===== src/rtl/alu_pkg.sv =====
// Shared constants and types for the 32-bit add/subtract unit.
// No logic; referenced by the adder and the top level.
// Operation encodings match the meaning of the sub input.
package alu_pkg;

    localparam int ALU_W = 32;

    typedef logic [ALU_W-1:0] word_t;

    localparam logic OP_ADD = 1'b0;
    localparam logic OP_SUB = 1'b1;

endpackage


===== src/rtl/alu_cla32.sv =====
// 32-bit two-level carry-lookahead adder with carry-into-MSB and carry-out.
// Purely combinational, zero latency.
// No flow control; outputs follow inputs.
module alu_cla32
    import alu_pkg::*;
(
    input  word_t x,
    input  word_t y,
    input  logic  cin,
    output word_t sum,
    output logic  c31,
    output logic  c32
);

    localparam int NGRP = ALU_W / 4;

    word_t             bp;
    word_t             bg;
    logic [NGRP-1:0]   gp;
    logic [NGRP-1:0]   gg;
    logic [NGRP:0]     gc;
    logic [ALU_W-1:0]  c;

    assign bp = x ^ y;
    assign bg = x & y;

    // Group propagate/generate for each 4-bit slice.
    always_comb begin
        gp = '0;
        gg = '0;
        for (int i = 0; i < NGRP; i++) begin
            gp[i] = bp[4*i+3] & bp[4*i+2] & bp[4*i+1] & bp[4*i];
            gg[i] = bg[4*i+3]
                  | (bp[4*i+3] & bg[4*i+2])
                  | (bp[4*i+3] & bp[4*i+2] & bg[4*i+1])
                  | (bp[4*i+3] & bp[4*i+2] & bp[4*i+1] & bg[4*i]);
        end
    end

    // Second-level lookahead: every group carry-in is a flat sum of products
    // of group generate/propagate terms and cin, not a ripple chain.
    always_comb begin
        logic acc;
        logic term;
        gc    = '0;
        gc[0] = cin;
        for (int j = 1; j <= NGRP; j++) begin
            acc = 1'b0;
            for (int k = 0; k < j; k++) begin
                term = gg[k];
                for (int m = k + 1; m < j; m++) term = term & gp[m];
                acc = acc | term;
            end
            term = cin;
            for (int m = 0; m < j; m++) term = term & gp[m];
            gc[j] = acc | term;
        end
    end

    // First-level lookahead: bit carries inside each group from its group carry-in.
    always_comb begin
        logic acc;
        logic term;
        c = '0;
        for (int i = 0; i < NGRP; i++) begin
            for (int k = 0; k < 4; k++) begin
                term = gc[i];
                for (int m = 0; m < k; m++) term = term & bp[4*i+m];
                acc = term;
                for (int n = 0; n < k; n++) begin
                    term = bg[4*i+n];
                    for (int m = n + 1; m < k; m++) term = term & bp[4*i+m];
                    acc = acc | term;
                end
                c[4*i+k] = acc;
            end
        end
    end

    assign sum = bp ^ c;
    assign c31 = c[ALU_W-1];
    assign c32 = gc[NGRP];

endmodule


===== src/rtl/alu.sv =====
// 32-bit add/subtract with signed or unsigned overflow flag, registered output.
// Latency 1 cycle, one operation accepted every cycle.
// No backpressure; async active-high reset clears the outputs immediately.
module alu
    import alu_pkg::*;
(
    input  logic  clk,
    input  logic  rst,
    input  word_t a,
    input  word_t b,
    input  logic  sign,
    input  logic  sub,
    output word_t p,
    output logic  overflow
);

    word_t b_eff;
    word_t sum;
    logic  c31;
    logic  c32;
    logic  ov_next;

    // Subtract is a + ~b + 1, so the carry-in doubles as the "+1".
    assign b_eff = (sub == OP_SUB) ? ~b : b;

    alu_cla32 u_cla (
        .x   (a),
        .y   (b_eff),
        .cin (sub),
        .sum (sum),
        .c31 (c31),
        .c32 (c32)
    );

    // Signed overflow: carry into and out of the MSB disagree. Unsigned: carry
    // for add, missing carry (borrow) for subtract.
    always_comb begin
        ov_next = 1'b0;
        if (sign) begin
            ov_next = c31 ^ c32;
        end else if (sub == OP_SUB) begin
            ov_next = ~c32;
        end else begin
            ov_next = c32;
        end
    end

    // Output register; reset discards any in-flight result.
    always_ff @(posedge clk or posedge rst) begin
        if (rst) begin
            p        <= '0;
            overflow <= 1'b0;
        end else begin
            p        <= sum;
            overflow <= ov_next;
        end
    end

endmodule


===== config.mk =====
export PLATFORM = sky130hd
export DESIGN_NAME = alu
export DESIGN_NICKNAME = d
export VERILOG_FILES = /design/src/rtl/alu_pkg.sv /design/src/rtl/alu_cla32.sv /design/src/rtl/alu.sv
export SDC_FILE = /design/constraint.sdc
export NUM_CORES = 1
export LEC_CHECK = 0
export BUFFER_PORTS_ARGS = -buffer_cell sky130_fd_sc_hd__buf_4
export CORE_ASPECT_RATIO = 1.2
export CORE_MARGIN = 8
export CORE_UTILIZATION = 45
export CTS_BUF_LIST = sky130_fd_sc_hd__clkbuf_8
export DETAILED_ROUTE_END_ITERATION = 7
export PLACE_DENSITY = 0.88
export SETUP_SLACK_MARGIN = 0.3
export SLEW_MARGIN = 20
export SYNTH_ARGS = -nofsm -noshare
export SYNTH_HDL_FRONTEND = slang
export SYNTH_SLANG_ARGS = --single-unit
export TNS_END_PERCENT = 1

===== constraint.sdc =====
create_clock -name clk -period 0.8 [get_ports clk]
set_input_delay 0.08 -clock clk [delete_from_list [all_inputs] [get_ports clk]]
set_output_delay 0.08 -clock clk [all_outputs]
set_load 0.01 [all_outputs]

==> insert_results.sql, run 1 <==
INSERT INTO impl_metrics (metric_group, metric, value, unit) VALUES
('drt', 'avgRoutedWirePerCell', '15.72', 'um'),
('sta', 'maxSlewHeadroom', '0.8152', ''),
('drt', 'total_via_count_after_detailed_routing', '2517', ''),
('min_path', 'worstHoldPathType', 'in2async', ''),
('global_routing', 'number_of_antenna_violations_at_the_first_check_in_global_routing', '0', ''),
('synth', 'netlist_top_cells_count', 'sky130_fd_sc_hd__ha_1, sky130_fd_sc_hd__dfrtp_1, sky130_fd_sc_hd__xor2_1', ''),
('synth', 'synthDominantCellAreaShare', '0.3159', ''),
('flow_run', 'max-cap-violations', '0', ''),
('drt', 'dr_wl_met3', '371', 'um'),
('sta', 'layout_worst_path_cycle_share', '3.204', ''),
('pwr', 'irDropWorstVdd', '0.9605', 'mV'),
('finish', 'finish.cell_count_without_fillers', '503', ''),
('placed_design', 'dp_hpwl', '6286', 'um'),
('finish', 'antenna_cells', '0', ''),
('synth', 'synth.yosys.seq_area_share', '0.3159', ''),
('worst_setup_path', 'critical_path.startpoint_type', 'primary input', ''),
('finish', 'sequential_cell_area', '825.8', 'um2'),
('sta', 'tightestPinTransition', '0.2695', 'ns'),
('sta', 'final_number_of_setup_violating_endpoints', '66', ''),
('synth', 'synth-edff-count', '0', ''),
('die', 'io_pins', '101', ''),
('die', 'die_w', '85.57', 'um'),
('worst_setup_path', 'critical_path.cell_chain', 'buf_16 -> buf_12 -> xor2_1 -> ha_1 -> a21oi_1 -> o211ai_1 -> nor3_1 -> nand4_1 -> nand2_2 -> o21ai_2 -> ha_2 -> o21a_1 -> o21a_1 -> nor2_2 -> a21oi_2 -> xnor2_1', ''),
('drt', 'drt-pass1-iter-count', '4', ''),
('sta', 'final_max_slew_viol_count', '0', ''),
('finish', 'share_of_final_layout_standard_cells_stronger_than_drive_strength_1', '0.4465', ''),
('synth', 'yosys-top-cells-area', 'sky130_fd_sc_hd__dfrtp_1, sky130_fd_sc_hd__ha_1, sky130_fd_sc_hd__xor2_1', ''),
('clock_network', 'cts_clock_pin_slew_for_the_worst_setup_and_hold_paths', '0.07', 'ns'),
('clock_network', 'total_cts_buffers', '5', ''),
('finish', 'fillerInstances', '340', ''),
('sta', 'post-route-worst-setup-slack', '-1.764', 'ns'),
('worst_setup_path', 'category_of_the_critical_setup_timing_path', 'in2reg', ''),
('run_status', 'violations_in_the_final_reports', 'negative hold slack, negative setup slack', ''),
('finish', 'areaGrowthSynthToFinish', '66.73', '%'),
('pwr', 'total_leakage_power', '2.266', 'nW'),
('die', 'rows', '30', ''),
('synth', 'synth_fp_nets', '382', ''),
('global_routing', 'first_global_vias', '2906', ''),
('placed_design', 'dp.cells', '488', ''),
('synth', 'yosysTopAreaCell', 'sky130_fd_sc_hd__dfrtp_1', ''),
('global_routing', 'grt_remaining_overflow', '0', ''),
('run_status', 'run_status', 'finished, violations left', ''),
('sta', 'finalHoldWorstSlack', '-0.1519', 'ns'),
('die', 'die_area', '8513', 'um2'),
('worst_setup_path', 'critical_path_required', '0.97', 'ns'),
('global_routing', 'grt_start_max_net_pins', '34', ''),
('drt', 'drt-vias-per-instance', '5.004', ''),
('placed_design', 'gpl.final_weighted_congestion', '0.8342', ''),
('finish', 'multi_input_comb_area', '1743', 'um2'),
('finish', 'nets', '553', ''),
('die', 'chipHeight', '99.49', 'um'),
('sta', 'rsz_0062_raised_after_global_routing', 'true', ''),
('synth', 'post_syn_area', '2614', 'um2'),
('drt', 'drt_first_iter_violations', '61', ''),
('synth', 'syn_avg_cell_area', '9.789', 'um2'),
('sta', 'final_hold_viol_count', '33', ''),
('sta', 'finalWorstPathRequiredPeriod', '2.564', 'ns'),
('clock_network', 'clock_tree.buffer_depth', '2', ''),
('drt', 'route.antenna.remaining_nets', '0', ''),
('clock_network', 'clock_sink_count', '33', ''),
('drt', 'detailroute.wirelength.met2', '4444', 'um'),
('sta', 'setup_total_negative_slack', '-43.65', 'ns'),
('worst_setup_path', 'setup.worst_path.end_class', 'register', ''),
('worst_setup_path', 'path_max_fanout', '6', ''),
('die', 'effective_utilization_at_floorplan', '0.4642', ''),
('clock_network', 'cts_tree', 'yes', ''),
('synth', 'gate_count_after_technology_mapping', '267', ''),
('worst_setup_path', 'worst_path_largest_cell_delay', '0.31', 'ns'),
('synth', 'ys_ff_latch', '33', ''),
('drt', 'final_routed_wirelength', '7906', 'um'),
('global_routing', 'wire_length_of_the_first_global_routing_pass', '12750', 'um');
## state kept, by name, summed over array words and instances (netlist names)
name      cells
overflow      1
p            32
## through the flow
stage | util | power [W] | setup slack, ns
CTS | 0.7660 | 0.008181 | -1.705
detailed placement | 0.6982 | 0.006208 | -2.154
finish | 0.7740 | 0.008210 | -1.764
global route | 0.7740 | 0.008697 | -1.943
global placement | 0.6982 | 0.006047 | -2.036
floorplan | - | 0.004184 | -1.994
## power breakdown
part | internal (W) | total, W | switching (W)
Combinational | 0.00254 | 0.00439 | 0.00185
Sequential | 0.00217 | 0.00241 | 0.000240
Clock | 0.000778 | 0.00141 | 0.000628
## worst max-delay path: cells and delay by family
family,cells,cell delay [ns]
compound gates,6,0.92
simple gates,4,0.71
fa+ha+maj,2,0.49
xor+xnor,2,0.27
buf+inv,2,0.25
## path summary, 6_finish.rpt
path / from / to / slack [ns] / depth (start not counted)
setup / recovery: sub / overflow / -1.76 / 16
hold / removal: rst / p[20] / -0.15 / 3
max in group asynchronous: rst / p[11] / 0.77 / 3
min in group clk: sign / overflow / 0.10 / 3
## cell families (layout without fill, tap and decap cells)
| group | Yosys count | in the layout | synth area share |
|---|---|---|---|
| AND/OR/NAND/NOR | 55 | 55 | 0.09622 |
| adder cells (fa/ha/maj) | 47 | 47 | 0.2451 |
| XOR/XNOR | 49 | 49 | 0.1642 |
| multiplexers | 1 | 1 | 0.003830 |
| flip-flops | 33 | 33 | 0.3159 |
| buffers and inverters | 34 | 206 | 0.05074 |
| AO/OA/AOI/OAI | 48 | 48 | 0.1240 |
## layer usage
layer,global-route usage,up-vias
li1,-,1236
met5,0,-
met4,0.06216,0
met3,0.03383,10
met1,0.1849,1196
met2,0.3630,75
## timing repair
action,CTS,global route
gates resized for setup,50,8
gates cloned,2,0
buffers inserted,4,1
hold endpoints to repair,33,33
pin swaps,22,2
setup endpoints to repair,66,66
## layout make-up
type                       instances  area share
multi-input combinational        200      0.3999
timing repair buffer             168      0.3431
clock inverter                     1    0.001148
sequential                        33      0.1895
clock buffer                       7     0.02211
tap                               64     0.01837
inverter                          30     0.02584
## layout by cell type, fill, tap and decap left out, types with 2 or more instances in the layout
cell,n
sky130_fd_sc_hd__nand2_1,6
sky130_fd_sc_hd__nor3_1,9
sky130_fd_sc_hd__nor2_1,21
sky130_fd_sc_hd__o21ai_0,3
sky130_fd_sc_hd__dfrtp_1,33
sky130_fd_sc_hd__xor2_2,2
sky130_fd_sc_hd__xor2_1,30
sky130_fd_sc_hd__nor2_2,2
sky130_fd_sc_hd__fa_2,2
sky130_fd_sc_hd__o21a_1,17
sky130_fd_sc_hd__ha_1,39
sky130_fd_sc_hd__nand4_1,5
sky130_fd_sc_hd__inv_1,29
sky130_fd_sc_hd__clkbuf_8,7
sky130_fd_sc_hd__buf_6,35
sky130_fd_sc_hd__a21oi_1,11
sky130_fd_sc_hd__buf_16,2
sky130_fd_sc_hd__buf_12,5
sky130_fd_sc_hd__xnor2_1,16
sky130_fd_sc_hd__buf_4,126
sky130_fd_sc_hd__a21o_1,7
sky130_fd_sc_hd__nand3_1,3
sky130_fd_sc_hd__fa_1,5
Note: power is estimated with default switching activity, not from simulation.
==> run 2: changes to the inputs <==
Settings changed: CELL_PAD_IN_SITES_DETAIL_PLACEMENT set to 0, CELL_PAD_IN_SITES_GLOBAL_PLACEMENT set to 1, CORE_UTILIZATION 45 to 34, PLACE_DENSITY 0.88 to 0.9.
==> run 2 against run 1 <==
  * The flow still finishes with violations (negative hold slack, negative setup slack)
  * Combinational power shrank 3%
  * Cell count grew 3.8%
  * Die area grew 26%
  * Worst hold slack lost 0.0023 ns
  * Power shrank 3.2%
  * Clock power shrank 9%
  * Final area shrank 1.3%
  * Critical path type unchanged
  * Largest cell class unchanged
  * Highest routed layer unchanged
==> insert_results.sql, run 2 (synthesis gave the netlist of run 1 again) <==
INSERT INTO impl_metrics (metric_group, metric, value, unit) VALUES
('pwr', 'irDropWorstVdd', '1.177', 'mV'),
('finish', 'share_of_final_layout_standard_cells_stronger_than_drive_strength_1', '0.4558', ''),
('pwr', 'pwr-share-clk', '0.162', ''),
('pwr', 'combinationalPowerShare', '0.534', ''),
('placed_design', 'gpl.final_weighted_congestion', '0.8172', ''),
('finish', 'nets', '545', ''),
('drt', 'avgRoutedWirePerCell', '14.27', 'um'),
('pwr', 'switching_power', '0.002637', 'W'),
('worst_setup_path', 'critical_path.startpoint_type', 'primary input', ''),
('min_path', 'worstHoldPathType', 'in2async', ''),
('flow_run', 'max-cap-violations', '0', ''),
('pwr', 'cell_internal_pwr', '0.005312', 'W'),
('sta', 'rsz_0062_raised_after_global_routing', 'true', ''),
('worst_setup_path', 'path_max_fanout', '8', ''),
('die', 'io_pins', '101', ''),
('global_routing', 'track_usage', '0.1423', ''),
('global_routing', 'grt_start_max_net_pins', '34', ''),
('sta', 'final_hold_viol_count', '33', ''),
('sta', 'tightestPinTransition', '0.2333', 'ns'),
('drt', 'drt-pass1-iter-count', '4', ''),
('clock_network', 'htree_levels', '2', ''),
('run_status', 'violations_in_the_final_reports', 'negative hold slack, negative setup slack', ''),
('placed_design', 'buffer_ports.inserted', '100', ''),
('finish', 'finish.instance_area', '4302', 'um2'),
('drt', 'drc', '0', ''),
('clock_network', 'clock_tree.buffer_depth', '2', ''),
('finish', 'multi_input_comb_area', '1787', 'um2'),
('die', 'die_w', '96.04', 'um'),
('drt', 'final_routed_wirelength', '7447', 'um'),
('finish', 'fin_util', '0.5678', ''),
('drt', 'total_via_count_after_detailed_routing', '2449', ''),
('sta', 'max_freq', '407.8', 'MHz'),
('finish', 'layout_commonest_cell', 'sky130_fd_sc_hd__buf_4', ''),
('sta', 'layout_worst_path_cycle_share', '3.066', ''),
('sta', 'maxSlewHeadroom', '0.8400', ''),
('clock_network', 'total_cts_buffers', '5', ''),
('finish', 'regMostFlops', 'p', ''),
('worst_setup_path', 'category_of_the_critical_setup_timing_path', 'in2reg', ''),
('clock_network', 'cts_setup_buffers', '0', ''),
('finish', 'antenna_cells', '0', ''),
('global_routing', 'first_global_vias', '2767', ''),
('pwr', 'total_leakage_power', '2.195', 'nW'),
('sta', 'finalWorstPathRequiredPeriod', '2.452', 'ns'),
('placed_design', 'placed_area', '3959', 'um2'),
('clock_network', 'clock_tree.root_cell', 'sky130_fd_sc_hd__clkbuf_8', ''),
('finish', 'final_cell_mix', 'sky130_fd_sc_hd__buf_4, sky130_fd_sc_hd__ha_1, sky130_fd_sc_hd__buf_6, sky130_fd_sc_hd__dfrtp_1, sky130_fd_sc_hd__inv_1', ''),
('pwr', 'power_density', '1848', 'nW/um2'),
('clock_network', 'cts_clock_pin_slew_for_the_worst_setup_and_hold_paths', '0.08', 'ns'),
('clock_network', 'cts_tree', 'yes', ''),
('run_status', 'run_status', 'finished, violations left', ''),
('global_routing', 'wire_length_of_the_first_global_routing_pass', '12300', 'um'),
('global_routing', 'grt_remaining_overflow', '0', ''),
('sta', 'post-route-worst-setup-slack', '-1.652', 'ns'),
('die', 'rows', '35', ''),
('worst_setup_path', 'setup.worst_path.end_class', 'register', ''),
('sta', 'final_number_of_setup_violating_endpoints', '66', ''),
('drt', 'drt-vias-per-instance', '4.692', ''),
('worst_setup_path', 'worstPathArrival', '2.62', 'ns'),
('placed_design', 'dp_hpwl', '6314', 'um'),
('worst_setup_path', 'critical_path_required', '0.97', 'ns'),
('die', 'die_area', '10760', 'um2'),
('finish', 'fillerInstances', '675', ''),
('finish', 'areaGrowthSynthToFinish', '64.58', '%'),
('die', 'chipHeight', '112.0', 'um'),
('finish', 'sequential_cell_area', '825.8', 'um2'),
('die', 'effective_utilization_at_floorplan', '0.3450', ''),
('finish', 'largest_register_ff_count', '32', ''),
('pwr', 'power.switching_fraction', '0.3318', ''),
('sta', 'finalHoldWorstSlack', '-0.1541', 'ns'),
('sta', 'final_max_slew_viol_count', '0', ''),
('drt', 'drt_first_iter_violations', '62', ''),
('die', 'placeableCoreArea', '7576', 'um2'),
('global_routing', 'number_of_antenna_violations_at_the_first_check_in_global_routing', '0', ''),
('clock_network', 'clock_sink_count', '33', ''),
('pwr', 'seq_power_share', '0.304', ''),
('finish', 'layout_top_registers', 'p x32, overflow x1', ''),
('drt', 'route.antenna.remaining_nets', '0', '');
-- run 2: cell type report --
cell class,count,share of cell area
clock buffer,6,0.01920
multi-input combinational,200,0.4154
tap,92,0.02676
timing repair buffer,160,0.3197
clock inverter,1,0.0008726
inverter,30,0.02618
sequential,33,0.1920
-- run 2: through the flow --
step	hold WS (ns)	TNS (ns)	total power [W]	instances	worst slack (ns)
global route	-0.1450	-47.63	0.008532	522	-1.809
global placement	0.1531	-53.68	0.006094	515	-2.043
floorplan	0.2089	-47.22	0.004184	267	-1.994
CTS	-0.1569	-43.99	0.007976	522	-1.653
detailed placement	0.1599	-54.61	0.006203	515	-2.081
finish	-0.1541	-42.78	0.007949	522	-1.652
-- run 2: layer usage --
layer  vias to the layer above  global-route usage  wire length (um)
li1                       1212                   -                 -
met1                      1160              0.1550              2875
met2                        71              0.2585              4004
met3                         6             0.03204               484
met4                         0             0.04522                82
met5                         -                   0                 0
-- run 2: worst max-delay path, cell delays in order --
cell,delay [ns]
sky130_fd_sc_hd__buf_12,0.13
sky130_fd_sc_hd__xor2_1,0.16
sky130_fd_sc_hd__ha_1,0.33
sky130_fd_sc_hd__a21o_1,0.18
sky130_fd_sc_hd__a221o_1,0.34
sky130_fd_sc_hd__a22oi_2,0.20
sky130_fd_sc_hd__nand4_1,0.17
sky130_fd_sc_hd__nand2_2,0.10
sky130_fd_sc_hd__o21ai_1,0.07
sky130_fd_sc_hd__ha_2,0.18
sky130_fd_sc_hd__o21a_1,0.18
sky130_fd_sc_hd__o21a_1,0.21
sky130_fd_sc_hd__nor2_2,0.12
sky130_fd_sc_hd__a21oi_2,0.07
sky130_fd_sc_hd__xnor2_1,0.12
-- run 2: final timing paths --
kind	cells past startpoint	slack (ns)	startpoint	endpoint
max	15	-1.65	sub	overflow
min	3	-0.15	rst	p[17]
max in group asynchronous	3	0.77	rst	p[1]
min in group clk	3	0.10	sign	overflow
-- run 2: power by group through the flow --
stage               Combinational [W]  Clock [W]  Sequential (W)
detailed placement            0.00384          0         0.00236
finish                        0.00425    0.00129         0.00242
global route                  0.00463    0.00142         0.00248
global placement              0.00375          0         0.00235
CTS                           0.00420    0.00134         0.00243
floorplan                     0.00157          0         0.00261
-- run 2: timing repair --
action / CTS / global route
resized for setup: 43 / 17
pin swaps: 15 / 3
setup endpoints to repair: 66 / 66
hold endpoints to repair: 33 / 33
